File: src/rtl/wisc_mem_pkg.sv
`default_nettype none
// +------------------------------------------------------------------+
// | wisc_mem_pkg : shared types and sizes for the I/D memory arbiter |
// | Revision 1.0                                                     |
// +------------------------------------------------------------------+
package wisc_mem_pkg;

    localparam int ADDR_W            = 16;
    localparam int DATA_W            = 16;
    localparam int BLOCK_WORDS       = 8;
    localparam int BLOCK_OFFSET_BITS = 4;
    localparam int IDX_W             = 3;

    typedef enum logic [1:0] {
        IDLE       = 2'd0,
        FILL_ISSUE = 2'd1,
        FILL_WAIT  = 2'd2,
        WRITE      = 2'd3
    } state_t;

    function automatic logic [ADDR_W-1:0] block_base(input logic [ADDR_W-1:0] addr);
        return {addr[ADDR_W-1:BLOCK_OFFSET_BITS], {BLOCK_OFFSET_BITS{1'b0}}};
    endfunction

endpackage
`default_nettype wire

File: src/rtl/mem_arbiter.sv
`default_nettype none
// +------------------------------------------------------------------+
// | mem_arbiter : shares one word-wide memory port between I and D   |
// | cache fills and D-cache single-word writes. Revision 1.0         |
// +------------------------------------------------------------------+
module mem_arbiter #(
    parameter int BLOCK_WORDS = wisc_mem_pkg::BLOCK_WORDS
) (
    input  logic                            clk,
    input  logic                            rst_n,
    input  logic                            i_req,
    input  logic [wisc_mem_pkg::ADDR_W-1:0] i_addr,
    input  logic                            d_req,
    input  logic                            d_wr,
    input  logic [wisc_mem_pkg::ADDR_W-1:0] d_addr,
    input  logic [wisc_mem_pkg::DATA_W-1:0] d_wdata,
    output logic                            mem_en,
    output logic                            mem_wr,
    output logic [wisc_mem_pkg::ADDR_W-1:0] mem_addr,
    output logic [wisc_mem_pkg::DATA_W-1:0] mem_wdata,
    input  logic [wisc_mem_pkg::DATA_W-1:0] mem_rdata,
    input  logic                            mem_valid,
    output logic                            fill_we,
    output logic                            fill_sel,
    output logic [wisc_mem_pkg::IDX_W-1:0]  fill_idx,
    output logic [wisc_mem_pkg::DATA_W-1:0] fill_data,
    output logic                            i_done,
    output logic                            d_done
);
    import wisc_mem_pkg::*;

    localparam logic [IDX_W-1:0] LAST_IDX = IDX_W'(BLOCK_WORDS - 1);

    state_t              r_state;
    state_t              w_next_state;
    logic [IDX_W-1:0]    r_issue_cnt;
    logic [IDX_W-1:0]    r_ret_cnt;
    logic                r_grant_d;
    logic                r_last_d;
    logic [ADDR_W-1:0]   r_base;
    logic                r_i_done;
    logic                r_d_done;

    logic                w_grant;
    logic                w_pick_d;
    logic                w_fill_active;
    logic                w_fill_we;
    logic                w_issue_last;
    logic                w_ret_last;

    // The done cycle is still IDLE but the finishing requester holds req, so no grant then.
    assign w_grant       = (r_state == IDLE) & (i_req | d_req) & ~(r_i_done | r_d_done);
    assign w_pick_d      = d_req & (~i_req | ~r_last_d);
    assign w_fill_active = (r_state == FILL_ISSUE) | (r_state == FILL_WAIT);
    assign w_fill_we     = w_fill_active & mem_valid;
    assign w_issue_last  = (r_state == FILL_ISSUE) & (r_issue_cnt == LAST_IDX);
    assign w_ret_last    = w_fill_we & (r_ret_cnt == LAST_IDX);

    always_ff @(posedge clk or negedge rst_n) begin
        if (!rst_n) begin
            r_state <= IDLE;
        end else begin
            r_state <= w_next_state;
        end
    end

    always_comb begin
        w_next_state = r_state;
        case (r_state)
            IDLE: begin
                if (w_grant) begin
                    w_next_state = (w_pick_d && d_wr) ? WRITE : FILL_ISSUE;
                end
            end
            FILL_ISSUE: begin
                if (w_ret_last) begin
                    w_next_state = IDLE;
                end else if (w_issue_last) begin
                    w_next_state = FILL_WAIT;
                end
            end
            FILL_WAIT: begin
                if (w_ret_last) begin
                    w_next_state = IDLE;
                end
            end
            WRITE:   w_next_state = IDLE;
            default: w_next_state = IDLE;
        endcase
    end

    always_ff @(posedge clk or negedge rst_n) begin
        if (!rst_n) begin
            r_issue_cnt <= '0;
            r_ret_cnt   <= '0;
            r_grant_d   <= 1'b0;
            r_last_d    <= 1'b0;
            r_base      <= '0;
            r_i_done    <= 1'b0;
            r_d_done    <= 1'b0;
        end else begin
            r_i_done <= w_ret_last & ~r_grant_d;
            r_d_done <= (w_ret_last & r_grant_d) | (r_state == WRITE);
            if (w_grant) begin
                r_grant_d   <= w_pick_d;
                r_last_d    <= w_pick_d;
                r_base      <= block_base(w_pick_d ? d_addr : i_addr);
                r_issue_cnt <= '0;
                r_ret_cnt   <= '0;
            end
            if (r_state == FILL_ISSUE) begin
                r_issue_cnt <= r_issue_cnt + 3'd1;
            end
            if (w_fill_we) begin
                r_ret_cnt <= r_ret_cnt + 3'd1;
            end
        end
    end

    always_comb begin
        mem_en    = 1'b0;
        mem_wr    = 1'b0;
        mem_addr  = '0;
        mem_wdata = '0;
        case (r_state)
            FILL_ISSUE: begin
                mem_en   = 1'b1;
                mem_addr = r_base + ADDR_W'({r_issue_cnt, 1'b0});
            end
            WRITE: begin
                mem_en    = 1'b1;
                mem_wr    = 1'b1;
                mem_addr  = d_addr;
                mem_wdata = d_wdata;
            end
            default: begin
                mem_en = 1'b0;
            end
        endcase
        fill_we  = w_fill_we;
        fill_sel = w_fill_active & r_grant_d;
        fill_idx = w_fill_we ? r_ret_cnt : '0;
    end

    assign fill_data = mem_rdata;
    assign i_done    = r_i_done;
    assign d_done    = r_d_done;

endmodule
`default_nettype wire

File: config.mk
export PLATFORM = sky130hd
export DESIGN_NAME = mem_arbiter
export DESIGN_NICKNAME = d
export VERILOG_FILES = /design/src/rtl/wisc_mem_pkg.sv /design/src/rtl/mem_arbiter.sv
export SDC_FILE = /design/constraint.sdc
export NUM_CORES = 1
export LEC_CHECK = 0
export CAP_MARGIN = 20
export CORE_ASPECT_RATIO = 0.8
export CORE_MARGIN = 1
export CORE_UTILIZATION = 33
export DETAILED_ROUTE_END_ITERATION = 12
export PLACE_DENSITY = 0.78
export SETUP_SLACK_MARGIN = 0.3
export SLEW_MARGIN = 10
export SYNTH_ARGS = -nofsm -noshare
export SYNTH_HDL_FRONTEND = slang
export SYNTH_SLANG_ARGS = --single-unit
export TNS_END_PERCENT = 20
File: constraint.sdc
create_clock -name clk -period 2.1 [get_ports clk]
set_clock_uncertainty 0.05 [all_clocks]
set_input_delay 0.315 -clock clk [delete_from_list [all_inputs] [get_ports clk]]
set_output_delay 0.315 -clock clk [all_outputs]
set_load 0.1 [all_outputs]
==> reports/results.tsv, run 1 <==
stage	metric	value	unit
power_and_ir_drop	combinational power share	0.792	
routing	total DRC errors in the routed layout	0	
synthesis	Post-synth EDFFs	0	
floorplanning	initial cell density of the core	0.343	
timing	total count of max-transition violations in the final report	0	
placement	global placer's final weighted congestion	0.738	
floorplanning	die width	79.0	um
power_and_ir_drop	switching power total	2730	uW
routing	1st-pass router iterations	4	
clock_network	number of buffers inserted for hold repair after clock tree synthesis	0	
grt	number of global-route vias before repair	1479	
clock_network	htree depth	1	
timing	Rel. slew slack	0.787	
power_and_ir_drop	Switching Fraction	0.525	
clock_network	CTS tree	done	
synthesis	share of async-settable or async-resettable flops after synthesis	1.00	
synthesis	syn nets	245	
clock_network	Num CTS Buffers	3	
synthesis	number of distinct library cell variants in the gate-level netlist after synthesis	28	
timing	transition at the pin with the smallest max-transition slack	0.311	ns
synthesis	Cell Area, Synth	1570	um^2
layout	share of cells above drive strength 1	0.457	
worst_setup_path	data required time at the worst endpoint	1.74	ns
clock_network	insertion delay to the later sink of the worst-skew pair	0.26	ns
power_and_ir_drop	sequential power share	0.157	
floorplanning	Core Rows	22	
synthesis	cell type contributing the most total cell area after synthesis	dfrtp_1	
routing	average wire per standard cell	15.1	um
timing	FMAX	514	MHz
timing	setup repair after global routing missed its margin	yes	
grt	first-pass GRT wire length	6690	um
synthesis	most frequently used flop master after synthesis	dfrtp_1	
power_and_ir_drop	cell area power density	1590	nW/um^2
power_and_ir_drop	cell internal power dissipation	2470	uW
clock_network	clock transition time at the flip-flop clock pins of the worst setup and hold paths	0.08	ns
synthesis	Area contributors post-synth	dfrtp_1 37%, a22o_1 8.4%, mux2i_1 8.3%	
floorplanning	die height	63.6	um
grt	number of antenna violations at the first check in global routing	0	
timing	portion of the clock cycle consumed by the worst path in the final layout	0.927	
floorplanning	die outline area	5030	um^2
timing	final hold violations	0	
flow_run	total of max-cap violations	0	
run_status	outcome	completed	
timing	Final setup violation count	0	
worst_setup_path	CP Data Arrival Time	1.58	ns
clock_network	clock tree root driver cell	clkbuf_8	
worst_setup_path	CP endpoint kind	output pin	
placement	DPL Wire Length	3120	um
worst_setup_path	kind of critical path	reg -> out	
floorplanning	Std-Cell Core Area	4570	um^2
routing	number of vias after detailed routing	1574	
routing	DRT iter0 DRCs	65	
power_and_ir_drop	fraction of power consumed by the clock network	0.051	
synthesis	Synth top area share	0.367	
layout	sequential cell area	577	um^2
synthesis	number of synthesis warnings	0	
routing	via-per-instance ratio	5.01	
power_and_ir_drop	worst voltage drop across the vdd grid	0.872	mV
timing	aggregate negative setup slack	0	ns
synthesis	average instance area after synthesis	9.38	um^2
worst_setup_path	kind of start point of the critical path	flip-flop	
layout	P&R area growth vs syn	108	%
placement	post-place instance area	2970	um^2
grt	aggregate global-route resource usage	0.170	
clock_network	Max clock buf depth	2	
floorplanning	total I/O pin count	127	
layout	fill cell total of the finished layout	321	
placement	Port Buffer Count	90	
layout	antenna diode instance count	0	
grt	pin count of the biggest net entering global routing	24	
synthesis	number of standard cells after synthesis	167	
synthesis	part of the Yosys area used for sequential elements	0.367	
worst_setup_path	CP Max Fanout	7	
timing	final critical-path required period	1.95	ns
layout	Post-layout nets	333	
layout	area taken by multi-input logic gates	1020	um^2
clock_network	Clock Sink Count	23	
routing	number of nets with antenna violations after detailed routing	0	
hold_path	Hold/Removal Path Class	in -> async	
routing	total wirelength of the detailed-routed design	4730	um
power_and_ir_drop	leakage power of the design	0.00149	uW
layout	Design Area, Final	3260	um^2
grt	final global-route overflow total	0	
timing	final-layout worst hold slack	0.347	ns
synthesis	number of synthesized register bits	23	
state kept, by name (all words and copies together), names as in the netlist:
register and count:
r_issue_cnt 3, i_done 1, r_state 2, r_base 12, r_last_d 1, r_ret_cnt 3
d_done 1
metrics by stage:
step	std cells	setup slack [ns]	utilization	power, uW
after floorplan	167	0.130	-	3420
after global placement	296	0.202	0.649	4430
after detailed placement	296	0.169	0.649	4480
after CTS	305	0.149	0.671	4820
after global routing	314	0.0967	0.714	5420
final	314	0.153	0.714	5200
power groups by stage:
stage / clock network [uW] / registers, uW / logic [uW]
global route: 293 / 846 / 4280
CTS: 271 / 795 / 3760
finish: 265 / 815 / 4120
global placement: 0 / 798 / 3630
floorplan: 0 / 820 / 2600
detailed placement: 0 / 807 / 3680
cell usage in the layout, fill, tap and decap left out, types with 2 or more instances in the layout:
cell,n
clkdlybuf4s50_1,49
buf_12,42
dfrtp_1,22
nand2_1,18
and2_2,17
a22o_4,15
mux2i_1,13
o21ai_1,12
buf_4,11
nand3_1,6
ha_1,5
inv_2,3
and3_1,3
nand2_4,3
o21ai_2,3
clkbuf_8,3
clkbuf_16,3
buf_6,3
nor2_1,2
ha_4,2
path summary, 6_finish.rpt:
kind                                 start            to  slack, ns  cells after the start
worst max register to register  r_state[0]     r_base[4]       0.25                      7
min in group clk                 r_base[7]     r_base[7]       0.46                      2
worst min register to register   r_base[7]     r_base[7]       0.46                      2
worst min-delay path                 rst_n  r_ret_cnt[2]       0.35                      2
worst max-delay path            r_state[0]   mem_addr[9]       0.15                      5
max in group asynchronous            rst_n    r_state[0]       1.41                      2
cell families after synthesis:
| family | share of synthesized area |
|---|---|
| AO/OA/AOI/OAI | 0.166 |
| adder cells (fa/ha/maj) | 0.0639 |
| buffers and inverters | 0.130 |
| flip-flops | 0.367 |
| multiplexers | 0.0926 |
| AND/OR/NAND/NOR | 0.180 |
synthesized netlist by cell type, types with 2 or more instances:
cell type  number
a22o_1         15
dfrtp_1        23
ha_1            8
clkbuf_1        3
and2_1         18
mux2i_1        13
buf_1           2
buf_4          16
and3_1          3
nand2_1        22
nor2_1          2
o21ai_1        16
nand3_1         6
inv_1           3
buf_6           4
worst max-delay path: stages (launching register included):
cell and delay, ns:
dfrtp_2 0.44, buf_6 0.13, ha_4 0.18, clkbuf_16 0.17, a22o_4 0.25, buf_12 0.16
per-layer routing:
layer | GRT usage | vias to the layer above | wire (um)
met1 | 0.208 | 739 | 1900
met4 | 0.0591 | 0 | 39
li1 | - | 741 | -
met2 | 0.279 | 88 | 2330
met5 | 0 | - | 0
met3 | 0.0565 | 6 | 459
timing repair:
item	in CTS	in global routing
buffers inserted	5	4
pin swaps	0	5
endpoints found under the setup margin	53	59
gates resized for setup	1	19
cloned	0	5
endpoints found under the hold margin	0	0
cell type report:
type | count | share of cell area
tap | 60 | 0.0230
timing repair buffer | 108 | 0.467
multi-input combinational | 115 | 0.314
sequential | 23 | 0.177
clock buffer | 4 | 0.0138
inverter | 4 | 0.00537
(Power assumes the default switching activity.)
==> inputs of run 2 (changes only) <==
Settings changed: HOLD_SLACK_MARGIN from default to 0.03.
==> results of run 2 <==
Same layout as run 1: the final DEF is identical, and so are final timing and power.
==> inputs of run 3 (changes only) <==
Settings changed: CORE_MARGIN 1 to default, CORE_UTILIZATION 33 to 50, DONT_BUFFER_PORTS from default to 1, PLACE_DENSITY 0.78 to 0.62.
==> reports/results.tsv, run 3 (synthesized netlist as in run 1, its figures left out) <==
stage	metric	value	unit	change
run_status	outcome	completed		unchanged
power_and_ir_drop	cell area power density	1920	nW/um^2	was 1590 nW/um^2
clock_network	clock transition time at the flip-flop clock pins of the worst setup and hold paths	0.08	ns	about the same
routing	met3 routed wirelength	396	um	was 459 um
hold_path	Hold/Removal Path Class	in -> reg		was in -> async
grt	aggregate global-route resource usage	0.263		was 0.170
clock_network	Num CTS Buffers	3		unchanged
floorplanning	die width	64.6	um	was 79.0 um
routing	highest routed layer	met4		unchanged
power_and_ir_drop	combinational power share	0.760		was 0.792
timing	Final setup violation count	0		unchanged
worst_setup_path	Critical Path Slowest Stage Cell	dfrtp_2		unchanged
placement	global placer's final weighted congestion	0.786		was 0.738
clock_network	insertion delay to the later sink of the worst-skew pair	0.26	ns	about the same
power_and_ir_drop	Switching Fraction	0.571		was 0.525
placement	DPL Wire Length	3190	um	was 3120 um
worst_setup_path	CP Max Fanout	10		was 7
layout	flip-flop count of the largest register, all copies and words added	12		unchanged
hold_path	Hold Crit Endpoint	r_base[11]		
worst_setup_path	CP endpoint kind	output pin		unchanged
routing	total DRC errors in the routed layout	0		unchanged
timing	Rel. slew slack	0.735		was 0.787
hold_path	Min-Delay Startpoint	i_addr[11]		
worst_setup_path	delay of the slowest critical-path stage	0.44	ns	about the same
clock_network	Max clock buf depth	2		unchanged
floorplanning	total I/O pin count	127		unchanged
worst_setup_path	kind of critical path	reg -> out		unchanged
routing	M1 WL	1690	um	was 1900 um
flow_run	total of max-cap violations	0		unchanged
routing	average wire per standard cell	20.8	um	was 15.1 um
layout	Post-layout nets	265		was 333
floorplanning	die outline area	3360	um^2	was 5030 um^2
timing	transition at the pin with the smallest max-transition slack	0.394	ns	was 0.311 ns
routing	via-per-instance ratio	5.85		was 5.01
timing	final critical-path required period	1.87	ns	was 1.95 ns
timing	aggregate negative setup slack	0	ns	unchanged
timing	final hold violations	0		unchanged
floorplanning	Std-Cell Core Area	2870	um^2	was 4570 um^2
grt	first-pass GRT wire length	6580	um	was 6690 um
placement	Port Buffer Count	0		was 90
floorplanning	initial cell density of the core	0.546		was 0.343
power_and_ir_drop	cell internal power dissipation	1960	uW	was 2470 uW
worst_setup_path	kind of start point of the critical path	flip-flop		unchanged
timing	total count of max-transition violations in the final report	0		unchanged
worst_setup_path	dominant cell type by count on the critical path	buf_12		
layout	P&R area growth vs syn	52.1	%	was 108%
timing	final-layout worst hold slack	0.196	ns	was 0.347 ns
routing	number of nets with antenna violations after detailed routing	0		unchanged
timing	portion of the clock cycle consumed by the worst path in the final layout	0.889		was 0.927
layout	leading registers by flop count	r_base (12), r_issue_cnt (3), r_ret_cnt (3)		unchanged
clock_network	CTS tree	done		unchanged
routing	1st-pass router iterations	4		unchanged
floorplanning	Core Rows	17		was 22
power_and_ir_drop	leakage power of the design	0.00113	uW	was 0.00149 uW
power_and_ir_drop	fraction of power consumed by the clock network	0.059		was 0.051
layout	antenna diode instance count	0		unchanged
layout	largest reg by FF count	r_base		unchanged
power_and_ir_drop	worst voltage drop across the vdd grid	1.38	mV	was 0.872 mV
routing	DRT iter0 DRCs	33		was 65
grt	pin count of the biggest net entering global routing	24		unchanged
layout	most used cells in the layout excluding fill and tap cells	28 x buf_12, 21 x nand2_1, 21 x dfrtp_1		was 49 x clkdlybuf4s50_1, 42 x buf_12, 22 x dfrtp_1
routing	total wirelength of the detailed-routed design	4650	um	was 4730 um
clock_network	clock tree root driver cell	clkbuf_8		unchanged
worst_setup_path	terminus of the critical flop-to-flop path	r_ret_cnt[0]		was r_base[4]
grt	number of antenna violations at the first check in global routing	0		unchanged
routing	WL met2	2460	um	was 2330 um
worst_setup_path	slack of the worst reg-to-reg path	0.25	ns	about the same
clock_network	Clock Sink Count	23		unchanged
power_and_ir_drop	switching power total	2610	uW	was 2730 uW
routing	number of vias after detailed routing	1311		was 1,574
timing	setup repair after global routing missed its margin	yes		unchanged
layout	most common cell after layout, fill and taps aside	buf_12		was clkdlybuf4s50_1
worst_setup_path	CP cell instances	inv_4, ha_4, buf_12, a22o_4, buf_12		was buf_6, ha_4, clkbuf_16, a22o_4, buf_12
worst_setup_path	number of cells on the worst reg-to-reg path	7		unchanged
power_and_ir_drop	overall power consumption	4570	uW	was 5200 uW
grt	number of global-route vias before repair	1277		was 1,479
worst_setup_path	CP Data Arrival Time	1.50	ns	was 1.58 ns
power_and_ir_drop	sequential power share	0.180		was 0.157
timing	FMAX	535	MHz	was 514 MHz
grt	final global-route overflow total	0		unchanged
layout	share of cells above drive strength 1	0.484		was 0.457
clock_network	htree depth	1		unchanged
hold_path	hold path cells	2		
worst_setup_path	start of the worst register-to-register path	r_state[0]		unchanged
floorplanning	die height	52.1	um	was 63.6 um
layout	end-of-flow core utilization	0.830		was 0.714
worst_setup_path	data required time at the worst endpoint	1.74	ns	about the same
## run 3: how the worst max path moves through the flow
stage / startpoint / endpoint / slack (ns)
detailed placement: r_state[0] / r_ret_cnt[0] / 0.08
floorplan: d_done / r_last_d / 0.13
global route: r_state[1] / mem_addr[2] / 0.20
finish: r_state[1] / mem_addr[2] / 0.23
CTS: r_state[1] / mem_en / 0.17
global placement: r_state[0] / r_ret_cnt[0] / 0.18
## run 3: cell type report
class	count	area, um^2
Timing Repair Buffer	41	709
Inverter	4	20.0
Multi-Input combinational cell	114	982
Sequential cell	23	578
Clock buffer	4	45.0
Tap cell	38	47.5
Fill cell	155	489
## run 3: power by group through the flow
stage	combinational [uW]	clock [uW]	sequential, uW
6_report	3480	272	824
5_1_grt	3610	297	847
4_1_cts	3340	277	815
3_5_place_dp	3090	0	819
3_3_place_gp	3010	0	797
2_1_floorplan	2600	0	820
## run 3: timing repair
item                                    CTS  global route
pin swaps                                 2             2
endpoints found under the setup margin   60            59
resized for setup                        17            10
buffers inserted                          4             2
cloned                                    1             1
hold buffers                              1             0
endpoints found under the hold margin    23             0
## run 3: metal layers
metal  GRT usage  vias to the layer above
met1       0.306                      612
met4      0.0815                        0
met5           0                        -
li1            -                      604
met3      0.0592                       18
met2       0.484                       77
## run 3: metrics by stage
stage | area, um^2 | worst slack (ns) | cells
after floorplan | 1740 | 0.130 | 167
after global placement | 2100 | 0.182 | 210
after detailed placement | 2100 | 0.0837 | 210
after CTS | 2300 | 0.175 | 220
after global routing | 2380 | 0.196 | 224
final | 2380 | 0.232 | 224
## run 3: critical path: cells and delay by family, from the launching register on
| kind | cells | cell delay [ns] |
|---|---|---|
| DFF | 1 | 0.44 |
| buffers and inverters | 3 | 0.37 |
| adders and majority gates | 1 | 0.19 |
| AOI/OAI and AO/OA | 1 | 0.23 |
